[src/rtl/shift_add_multiplier.sv]
// rtl/shift_add_multiplier.sv - sequential unsigned shift-add multiplier with optional accumulate
//
// Computes o_product = i_multiplicand * i_multiplier (+ i_addend), one multiplier
// bit per clock, using a single adder. Latency is fixed at W_B + 2 cycles from
// accept to the o_mul_valid pulse, regardless of operand values.
//
// Build option: define SHIFT_ADD_MULT_ACC_EN to preload the accumulator with
// i_addend (product = A*B + C). Without it the accumulator starts at zero and
// i_addend is left unconnected.
//
// Ports:
//   i_sclk          clock, rising edge
//   i_rstp          synchronous active-high reset
//   i_mul_valid     request strobe, accepted only while o_ready is high
//   i_multiplicand  operand A, W_A bits
//   i_multiplier    operand B, W_B bits
//   i_addend        addend C, W_C bits (W_C <= W_A)
//   o_ready         high in IDLE
//   o_mul_valid     one-cycle result strobe
//   o_product       result, W_P bits, held until the next result

module shift_add_multiplier #(
  parameter int W_A = 8,
  parameter int W_B = 8,
  parameter int W_C = W_A,
  parameter int W_P = W_A + W_B
) (
  input  logic           i_sclk,
  input  logic           i_rstp,
  input  logic           i_mul_valid,
  input  logic [W_A-1:0] i_multiplicand,
  input  logic [W_B-1:0] i_multiplier,
  input  logic [W_C-1:0] i_addend,
  output logic           o_ready,
  output logic           o_mul_valid,
  output logic [W_P-1:0] o_product
);

  localparam int CNT_W = $clog2(W_B + 1);

  typedef enum logic [2:0] {
    IDLE  = 3'b001,
    SHIFT = 3'b010,
    DONE  = 3'b100
  } state_e;

  state_e           state_q, state_d;
  logic [W_P-1:0]   a_q, a_d;
  logic [W_B-1:0]   b_q, b_d;
  logic [W_P-1:0]   acc_q, acc_d;
  logic [CNT_W-1:0] cnt_q, cnt_d;
  logic [W_P-1:0]   product_q, product_d;
  logic             mul_valid_q, mul_valid_d;
  logic [W_P-1:0]   acc_init;

`ifdef SHIFT_ADD_MULT_ACC_EN
  assign acc_init = {{(W_P - W_C){1'b0}}, i_addend};
`else
  // Addend is not part of this build; the reduction only marks it as consumed.
  logic unused_addend;
  assign unused_addend = ^i_addend;
  assign acc_init      = '0;
`endif

  always_comb begin
    state_d     = state_q;
    a_d         = a_q;
    b_d         = b_q;
    acc_d       = acc_q;
    cnt_d       = cnt_q;
    product_d   = product_q;
    mul_valid_d = 1'b0;

    case (state_q)
      IDLE: begin
        if (i_mul_valid) begin
          a_d     = {{(W_P - W_A){1'b0}}, i_multiplicand};
          b_d     = i_multiplier;
          acc_d   = acc_init;
          cnt_d   = CNT_W'(W_B);
          state_d = SHIFT;
        end
      end
      SHIFT: begin
        // Add the shifted multiplicand when the current multiplier LSB is set;
        // no early exit on zero operands keeps latency data-independent.
        if (b_q[0]) begin
          acc_d = acc_q + a_q;
        end
        a_d   = a_q << 1;
        b_d   = b_q >> 1;
        cnt_d = cnt_q - CNT_W'(1);
        if (cnt_q == CNT_W'(1)) begin
          state_d = DONE;
        end
      end
      DONE: begin
        product_d   = acc_q;
        mul_valid_d = 1'b1;
        state_d     = IDLE;
      end
      default: begin
        // Any non one-hot encoding recovers to IDLE.
        state_d = IDLE;
      end
    endcase
  end

  always_ff @(posedge i_sclk) begin
    if (i_rstp) begin
      state_q     <= IDLE;
      a_q         <= '0;
      b_q         <= '0;
      acc_q       <= '0;
      cnt_q       <= '0;
      product_q   <= '0;
      mul_valid_q <= 1'b0;
    end else begin
      state_q     <= state_d;
      a_q         <= a_d;
      b_q         <= b_d;
      acc_q       <= acc_d;
      cnt_q       <= cnt_d;
      product_q   <= product_d;
      mul_valid_q <= mul_valid_d;
    end
  end

  assign o_ready     = (state_q == IDLE);
  assign o_mul_valid = mul_valid_q;
  assign o_product   = product_q;

endmodule

[config.mk]
export PLATFORM = sky130hd
export DESIGN_NAME = shift_add_multiplier
export DESIGN_NICKNAME = d
export VERILOG_FILES = /design/src/rtl/shift_add_multiplier.sv
export SDC_FILE = /design/constraint.sdc
export NUM_CORES = 1
export LEC_CHECK = 0
export ABC_AREA = 1
export ABC_CLOCK_PERIOD_IN_PS = 2300
export CAP_MARGIN = 10
export CORE_MARGIN = 2
export CORE_UTILIZATION = 60
export CTS_CLUSTER_SIZE = 24
export DETAILED_ROUTE_END_ITERATION = 8
export DONT_BUFFER_PORTS = 1
export PLACE_DENSITY = 0.76
export RECOVER_POWER = 25
export SYNTH_ARGS = -nofsm -noshare
export SYNTH_HDL_FRONTEND = slang
export SYNTH_SLANG_ARGS = --single-unit
[constraint.sdc]
create_clock -name i_sclk -period 2.3 [get_ports i_sclk]
set_input_delay 0.345 -clock i_sclk [delete_from_list [all_inputs] [get_ports i_sclk]]
set_output_delay 0.345 -clock i_sclk [all_outputs]
set_load 0.005 [all_outputs]
==> impl_metrics.json, run 1 <==
{
  "status": "completed",
  "gr-total-overflow": 0,
  "multi_input_area_mm2": 0.00172,
  "cp.arrival_ps": 2110,
  "finalSetupTns_ps": 0,
  "fmax_mhz": 532,
  "finClkSkew_ps": 7.07,
  "fillers": 490,
  "synthFlopType": "dfxtp_1",
  "pwr_density_cell_mw_per_mm2": 695,
  "final-setup-viol-count": 0,
  "gp_congestion": 0.914,
  "die-area_mm2": 0.00612,
  "yosys_warnings": 0,
  "path_max_fanout": 4,
  "holdWs_ps": 69.6,
  "synth_cell_types": 35,
  "synthMuxAreaShare_pct": 0,
  "via_per_inst": 5.44,
  "slew_viol_final": 0,
  "max-cap-violations": 0,
  "finalHoldViolCount": 0,
  "grt_pass1_wl_mm": 12.4,
  "cp_slowest_cell": "dfxtp_1",
  "final_common_cell": "nand2_1",
  "cts_setup_buffers": 0,
  "die_w_um": 78.2,
  "timing.slew.headroom_pct": 52.7,
  "use_met3_pct": 8.05,
  "use_met1_pct": 31.5,
  "power_mw": 2.48,
  "worst_hold_path_type": "input pin to flip-flop",
  "synthXorXnorAreaFrac_pct": 0.795,
  "row_count": 27,
  "grt_usage_pct": 25.7,
  "worstSetupEndpointType": "flip-flop",
  "n_antenna_cell": 0,
  "wirelength_mm": 7.26,
  "grt_antenna_before_repair": 0,
  "finalCritPeriodShare_pct": 81.8,
  "avgRoutedWirePerCell_um": 13.3,
  "cts.sinks": 64,
  "dp_hpwl_mm": 5.21,
  "synth_top_family_by_area": "simple AND/OR/NAND/NOR gates",
  "first_pass_iters": 4,
  "syn-cell-area_mm2": 0.00331,
  "finalCriticalPeriod_ps": 1880,
  "io_pins": 45,
  "htree_levels": 3,
  "path_cells": "ha_1 > inv_1 > fa_1 > inv_1 > nand3_1 > nand3_1 > a21oi_1 > or2_2 > nand3_1 > a21oi_1",
  "chipHeight_um": 78.2,
  "drt_iter0_drc": 145,
  "ys_seq_elements": 64,
  "syn_area_per_cell_um2": 6.97,
  "slowest_delay_ps": 370,
  "crit_path_frequent_cell": "nand3_1",
  "synth-simple-area-share_pct": 29.7,
  "ys_seq_area_share_pct": 38.8,
  "nNetsFinal": 516,
  "cts_buffers": 9,
  "register_area_mm2": 0.00128,
  "cts_root_buffer": "clkbuf_8",
  "synth_edf_count": 0,
  "synth_cells": 474,
  "antenna_left": 0,
  "final_cell_mix": "nand2_1, dfxtp_1, nor2_1, inv_1, a21oi_1",
  "cts_tree": "done",
  "clk_path_buf_depth": 2,
  "leakage_nw": 1.69,
  "ctsHoldBuffers": 0,
  "synth_adder_area_share_pct": 7.04,
  "async_flop_share_pct": 0,
  "vias": 2980,
  "fin_util_pct": 65.9,
  "initial_core_util_pct": 61.2,
  "cts_resized": 0,
  "areaGrowthSynthToFinish_pct": 7.68,
  "crit_type": "flip-flop to flip-flop",
  "required_ps": 2530,
  "setup_ws_ps": 420,
  "crit_path_start_kind": "flip-flop",
  "drive_gt1_share_pct": 6.93,
  "port_buffers": 0,
  "core-area_mm2": 0.00541,
  "insertion_delay_ps": 340,
  "pre_cts_slack_ps": 444,
  "irDropWorstVdd_mv": 0.550,
  "busiest_layer": "met2",
  "clk_pin_slew_ps": 70,
  "grt_use_met2_pct": 43.3,
  "rsz0062_at_grt": "false",
  "grt_pass1_vias": 2815,
  "tightest_slew_ps": 708,
  "synth_compound_area_share_pct": 14.5,
  "grt_max_degree": 32,
  "syn_nets": 519,
  "drc": 0
}
==> worst max-delay path: cells and delay by family (launching register included) <==
kind / cells / cell delay, ps
and+or+nand+nor: 4 / 560
adders and majority gates: 2 / 530
DFF: 1 / 370
buffers and inverters: 2 / 160
AOI/OAI and AO/OA: 2 / 160
==> cells in the mapped netlist (5+ instances only) <==
| master | n | area (um2) |
|---|---|---|
| a21oi_1 | 39 | 195 |
| a31oi_1 | 7 | 43.8 |
| buf_2 | 6 | 30.0 |
| clkbuf_1 | 5 | 18.8 |
| dfxtp_1 | 64 | 1280 |
| ha_1 | 17 | 213 |
| inv_1 | 52 | 195 |
| nand2_1 | 131 | 492 |
| nand3_1 | 25 | 125 |
| nor2_1 | 54 | 203 |
| o21ai_0 | 27 | 135 |
| o221ai_1 | 7 | 61.3 |
| or2_2 | 5 | 31.3 |
==> logic make-up after synthesis <==
logic type | Yosys count
buf+inv | 73
flops | 64
compound gates | 86
fa+ha+maj | 18
simple gates | 230
xor+xnor | 3
==> stage by stage <==
step | area (um2) | instances
after floorplan | 3310 | 474
after global placement | 3330 | 532
after detailed placement | 3330 | 532
after CTS | 3560 | 548
after global routing | 3560 | 548
final | 3560 | 548
==> per-layer routing <==
| metal | wire length (um) | part of all wire [%] |
|---|---|---|
| met1 | 3350 | 46 |
| met2 | 3490 | 48 |
| met3 | 372 | 5.1 |
| met4 | 52 | 0.72 |
| met5 | 0 | 0 |
==> flip-flops by register name (all words and copies together), names as in the netlist <==
| register | count |
|---|---|
| a_q | 16 |
| acc_q | 16 |
| o_product | 16 |
| b_q | 8 |
| cnt_q | 4 |
| state_q | 3 |
| o_mul_valid | 1 |
==> final timing paths <==
check	from	end	slack, ps	cells past startpoint
worst max-delay path	a_q[0]	acc_q[8]	420	10
worst min-delay path	i_rstp	o_mul_valid	70	1
worst min register to register	cnt_q[2]	cnt_q[2]	480	1
worst max register to register	a_q[0]	acc_q[8]	420	10
==> area by class of cell <==
cell class                 count  area share [%]
tap                           72            2.53
multi-input combinational    337            48.3
timing repair buffer           4           0.844
sequential                    64            36.0
clock inverter                 2            1.69
clock buffer                  14            4.85
inverter                      55            5.80
==> report_power, final <==
part,internal [mW],switching (mW)
logic,0.0600,0.116
clock network,0.701,0.425
registers,1.14,0.0296
total,1.90,0.571
No activity file was read; power rests on OpenSTA's default activity.
==> inputs of run 2 (changes only) <==
- ABC_CLOCK_PERIOD_IN_PS: 2300 -> 1710
- CORE_UTILIZATION: 60 -> 57
- PLACE_DENSITY: 0.76 -> 0.75
- clock period: 2.3 -> 1.71 ns (I/O delays scaled with it)
==> run 2 against run 1 <==
The run now ends with setup timing left. Fmax up 9.6%. Sequential power increased by 35%. Clock-buffer cell count decreased by 2. Global-route usage increased by 0.71 points. Hold slack got worse by 3.1 ps. Utilization is 6.6 points higher. Critical path depth is 4 lower. Register-to-register slack got worse by 420 ps. Largest cell class unchanged. Highest routed layer unchanged.
==> impl_metrics.json, run 2 (synthesis results as in run 1) <==
{
  "status": "finished, violations left",
  "violations": "setup timing",
  "holdWs_ps": 66.5,
  "grt_pass1_wl_mm": 13.1,
  "p_seq_share_pct": 46.3,
  "finalSetupTns_ps": -5.95,
  "core-area_mm2": 0.00554,
  "cts.sinks": 64,
  "setup_ws_ps": -5.24,
  "first_pass_iters": 4,
  "whs_endpoint": "b_q[4]",
  "finClkSkew_ps": 7.42,
  "row_count": 27,
  "n_antenna_cell": 0,
  "fmax_mhz": 583,
  "p_clk_share_pct": 44.0,
  "drive_gt1_share_pct": 20.5,
  "comb_power_share_pct": 9.7,
  "final_cell_mix": "nand2_1, dfxtp_1, nor2_1, inv_1, a21oi_1",
  "die-area_mm2": 0.00642,
  "die_w_um": 80.2,
  "port_buffers": 0,
  "dp_hpwl_mm": 5.26,
  "rr_worst_depth": 6,
  "path_max_fanout": 5,
  "cts_tree": "done",
  "io_pins": 45,
  "regToRegEndpoint": "state_q[1]",
  "worstSetupEndpointType": "flip-flop",
  "fillers": 439,
  "dpl_cell_area_mm2": 0.00343,
  "worst_hold_path_type": "input pin to flip-flop",
  "drc": 0,
  "leakage_nw": 1.87,
  "cts_root_buffer": "clkbuf_8",
  "vias": 3167,
  "stdcell_area_mm2": 0.00402,
  "chipHeight_um": 80.2,
  "pre_cts_slack_ps": -49.6,
  "avgRoutedWirePerCell_um": 14.7,
  "drt_iter0_drc": 158,
  "r2r_slack_ps": -5,
  "final-setup-viol-count": 2,
  "pwr_density_cell_mw_per_mm2": 849,
  "timing.slew.headroom_pct": 63.1,
  "power_mw": 3.41,
  "htree_levels": 3,
  "required_ps": 1990,
  "nNetsFinal": 543,
  "via_per_inst": 5.51,
  "p_sw_share_pct": 24.3,
  "rsz0062_at_grt": "true",
  "clk_path_buf_depth": 2,
  "p_switching_mw": 0.828,
  "grt_max_degree": 35,
  "min_from": "i_multiplier[4]",
  "hold_depth": 2,
  "wirelength_mm": 8.47,
  "p_int_mw": 2.58,
  "crit_start": "state_q[1]",
  "antenna_left": 0,
  "crit_type": "flip-flop to flip-flop",
  "initial_core_util_pct": 59.7,
  "cts_buffers": 9,
  "areaGrowthSynthToFinish_pct": 21.5,
  "slew_viol_final": 0,
  "gr-total-overflow": 0,
  "finalCritPeriodShare_pct": 100,
  "grt_antenna_before_repair": 0,
  "grt_pass1_vias": 2935,
  "grt_usage_pct": 26.4,
  "insertion_delay_ps": 350,
  "r2r_start": "state_q[1]",
  "finalCriticalPeriod_ps": 1720,
  "crit_path_start_kind": "flip-flop",
  "clk_pin_slew_ps": 70,
  "gp_congestion": 0.918,
  "max-cap-violations": 0,
  "tightest_slew_ps": 552,
  "irDropWorstVdd_mv": 0.551,
  "finalHoldViolCount": 0,
  "final_common_cell": "nand2_1",
  "cp.arrival_ps": 2000
}
## run 2: cell count changes in the layout (fill, tap and decap cells not counted), sizes merged
cell and change:
clkinvlp +1, clkbuf -1, inv -1, clkinv +3
buf +24, dlygate4sd3 +1
## run 2: worst max-delay path, stage by stage, from the launching register on
cell	delay, ps
dfxtp_2	370
inv_2	60
nor3_4	350
buf_8	170
nand2_1	50
a21oi_1	110
dlygate4sd3_1	550
## run 2: final cells by class
cell class / count / area [um2] / share of cell area (%)
repair inverters: 1 / 5.00 / 0.125
repair buffers: 30 / 298 / 7.42
inverters: 55 / 211 / 5.27
clock inverters: 4 / 76.3 / 1.90
multi-input cells: 337 / 1890 / 47.0
well taps: 72 / 90.1 / 2.24
clock buffers: 12 / 155 / 3.86
flip-flops and latches: 64 / 1290 / 32.2
## run 2: power by group through the flow
stage               Sequential [mW]  Clock [mW]  Combinational [mW]
floorplan                      1.60           0               0.210
global placement               1.60           0               0.255
detailed placement             1.61           0               0.265
CTS                            1.57        1.51               0.269
global route                   1.58        1.57               0.367
finish                         1.58        1.50               0.330
## run 2: what timing repair did
item,in CTS,in global routing
buffers inserted,1,11
gates resized for setup,6,47
setup endpoints to repair,6,18
hold endpoints to repair,30,29
cloned,0,2
pin swaps,1,9
hold buffers,2,1
## run 2: through the flow
stage / utilization [%] / instances
after floorplan: - / 474
after global placement: 61.9 / 543
after detailed placement: 61.9 / 543
after CTS: 67.0 / 562
after global routing: 72.5 / 575
final: 72.5 / 575
## run 2: how the worst max path moves through the flow
stage / end / slack (ps)
6_report: state_q[1] / -5
5_1_grt: acc_q[10] / -100
4_1_cts: acc_q[12] / 9
2_1_floorplan: acc_q[8] / 7
3_3_place_gp: acc_q[8] / -9
3_5_place_dp: acc_q[8] / -50
## run 2: metal layers
| layer | vias up | GRT usage [%] | share of wire (%) |
|---|---|---|---|
| li1 | 1579 | - | - |
| met1 | 1491 | 34.5 | 45 |
| met2 | 85 | 42.3 | 48 |
| met3 | 12 | 5.84 | 5.0 |
| met4 | 0 | 10.3 | 1.6 |
| met5 | - | 0 | 0 |
==> inputs of run 3 (changes only) <==
- ABC_AREA: 1 -> not set
==> run 3 against run 2 <==
Combinational power shrank 6%. Setup slack lost 490 ps. Sequential cell count is the same. Hold slack lost 54 ps. Global-route usage grew 1.5 points. Clock-buffer cell count shrank 2. Utilization grew 5.8 points. Via count shrank 6.2%. Clock skew shrank 2.0 ps. The flow still finishes with violations (setup timing). Critical path depth grew 4. Critical endpoint is now acc_q[12]. Synthesized cell count shrank 19%. Sequential power is essentially flat.
==> impl_metrics.json, run 3 <==
{
  "status": "finished, violations left",
  "violations": "setup timing",
  "slew_viol_final": 0,
  "via_per_inst": 5.82,
  "fin_util_pct": 78.2,
  "dp_hpwl_mm": 5.12,
  "yosys_warnings": 0,
  "cts_buffers": 9,
  "path_max_fanout": 3,
  "drt_iter0_drc": 183,
  "finalHoldViolCount": 0,
  "cts.sinks": 64,
  "io_pins": 45,
  "crit_path_start_kind": "flip-flop",
  "vias": 2972,
  "die_w_um": 77.0,
  "synth_cell_types": 48,
  "syn_area_per_cell_um2": 7.93,
  "initial_core_util_pct": 59.1,
  "finalSetupTns_ps": -2890,
  "avgRoutedWirePerCell_um": 16.3,
  "ys_top_cells_by_area": "dfxtp_1, nand2_1, ha_1, a21oi_1, nor2_1",
  "grt_max_degree": 54,
  "ys_seq_area_share_pct": 42.2,
  "row_count": 26,
  "clk_pin_slew_ps": 70,
  "antenna_left": 0,
  "yosysTopAreaCell": "dfxtp_1",
  "pre_cts_slack_ps": -439,
  "synth_top_area_share_pct": 42.2,
  "port_buffers": 0,
  "cts_root_buffer": "clkbuf_8",
  "yosys-top-cells-count": "nand2_1, dfxtp_1, nor2_1",
  "finClkSkew_ps": 5.41,
  "tightest_slew_ps": 790,
  "yosysMostFrequentCell": "nand2_1",
  "grt_usage_pct": 27.9,
  "timing.slew.headroom_pct": 47.2,
  "grt_antenna_before_repair": 0,
  "nNetsFinal": 481,
  "place_inst": 490,
  "cts_tree": "done",
  "wirelength_mm": 8.31,
  "gp_congestion": 0.838,
  "async_flop_share_pct": 0,
  "max-cap-violations": 0,
  "synthFlopType": "dfxtp_1",
  "grt_pass1_vias": 2812,
  "drc": 0,
  "leakage_nw": 1.60,
  "synth_cells": 383,
  "setup_ws_ps": -500,
  "syn_nets": 428,
  "first_pass_iters": 5,
  "htree_levels": 3,
  "clk_path_buf_depth": 2,
  "insertion_delay_ps": 350,
  "synth_edf_count": 0,
  "worst_hold_path_type": "input pin to flip-flop",
  "finalCritPeriodShare_pct": 129,
  "stdcell_area_mm2": 0.00402,
  "areaGrowthSynthToFinish_pct": 32.4,
  "core-area_mm2": 0.00514,
  "worstSetupEndpointType": "flip-flop",
  "grt_pass1_wl_mm": 13.0,
  "syn-cell-area_mm2": 0.00304,
  "die-area_mm2": 0.00593,
  "required_ps": 1960,
  "pwr_density_cell_mw_per_mm2": 859,
  "dpl_cell_area_mm2": 0.00357,
  "final-setup-viol-count": 11,
  "finalCriticalPeriod_ps": 2210,
  "n_antenna_cell": 0,
  "chipHeight_um": 77.0,
  "final_common_cell": "nand2_1",
  "final_cell_mix": "nand2_1, buf_4, dfxtp_1, nor2_1, a21oi_1",
  "fmax_mhz": 453,
  "rsz0062_at_grt": "true",
  "drive_gt1_share_pct": 28.3,
  "cp.arrival_ps": 2460,
  "final_cells": 511,
  "gr-total-overflow": 0,
  "ys_seq_elements": 64,
  "crit_type": "flip-flop to flip-flop",
  "irDropWorstVdd_mv": 0.592
}
run 3: worst max-delay path, cell delays in order (launching register included):
cell	delay, ps
dfxtp_2	340
ha_4	160
inv_2	50
fa_2	170
and2b_1	200
o21ai_2	180
a21boi_2	110
o31ai_2	230
a21boi_1	120
or3_1	310
a32o_1	240
run 3: cell type report:
cell class                 instances  area (um2)
timing repair buffer              61         478
tap                               70        87.6
fill                             388        1120
inverter                          10        37.5
clock buffer                      10         128
multi-input combinational        290        1890
sequential                        64        1290
clock inverter                     6         108
run 3: timing repair:
| action | in CTS | in global routing |
|---|---|---|
| pin swaps | 16 | 12 |
| buffers inserted | 3 | 3 |
| hold buffers | 1 | 0 |
| endpoints found under the setup margin | 11 | 16 |
| gates resized for setup | 23 | 17 |
| hold endpoints to repair | 53 | 0 |
run 3: cells by family after synthesis:
logic type               share of synthesized area (%)
AO/OA/AOI/OAI                                     18.7
XOR/XNOR                                          2.31
adder cells (fa/ha/maj)                           7.66
buffers and inverters                             3.63
flip-flops                                        42.2
multiplexers                                     0.700
AND/OR/NAND/NOR                                   24.8
run 3: routing by layer:
| metal | track usage [%] | part of all wire, % |
|---|---|---|
| met2 | 44.8 | 48 |
| met1 | 35.7 | 45 |
| met4 | 13.6 | 2.9 |
| met3 | 6.00 | 4.7 |
| met5 | 0 | 0 |
run 3: final timing paths:
| path | start | to | slack [ps] | cells after the start |
|---|---|---|---|---|
| worst min-delay path | i_rstp | state_q[0] | 10 | 1 |
| worst max register to register | a_q[0] | acc_q[12] | -500 | 10 |
| worst min register to register | o_product[8] | o_product[8] | 470 | 2 |
| worst max-delay path | a_q[0] | acc_q[12] | -500 | 10 |
run 3: stage by stage:
step	hold slack, ps	power, mW
finish	12.6	3.45
global route	11.7	3.55
CTS	5.85	3.43
detailed placement	332	1.86
global placement	329	1.85
floorplan	385	1.77
run 3: power breakdown:
group          internal, mW  leakage (nW)  switching [mW]  total [mW]
logic                 0.137         0.964           0.173       0.311
clock network         0.963         0.116           0.608        1.57
registers              1.53         0.523          0.0373        1.57
total                  2.63          1.60           0.819        3.45
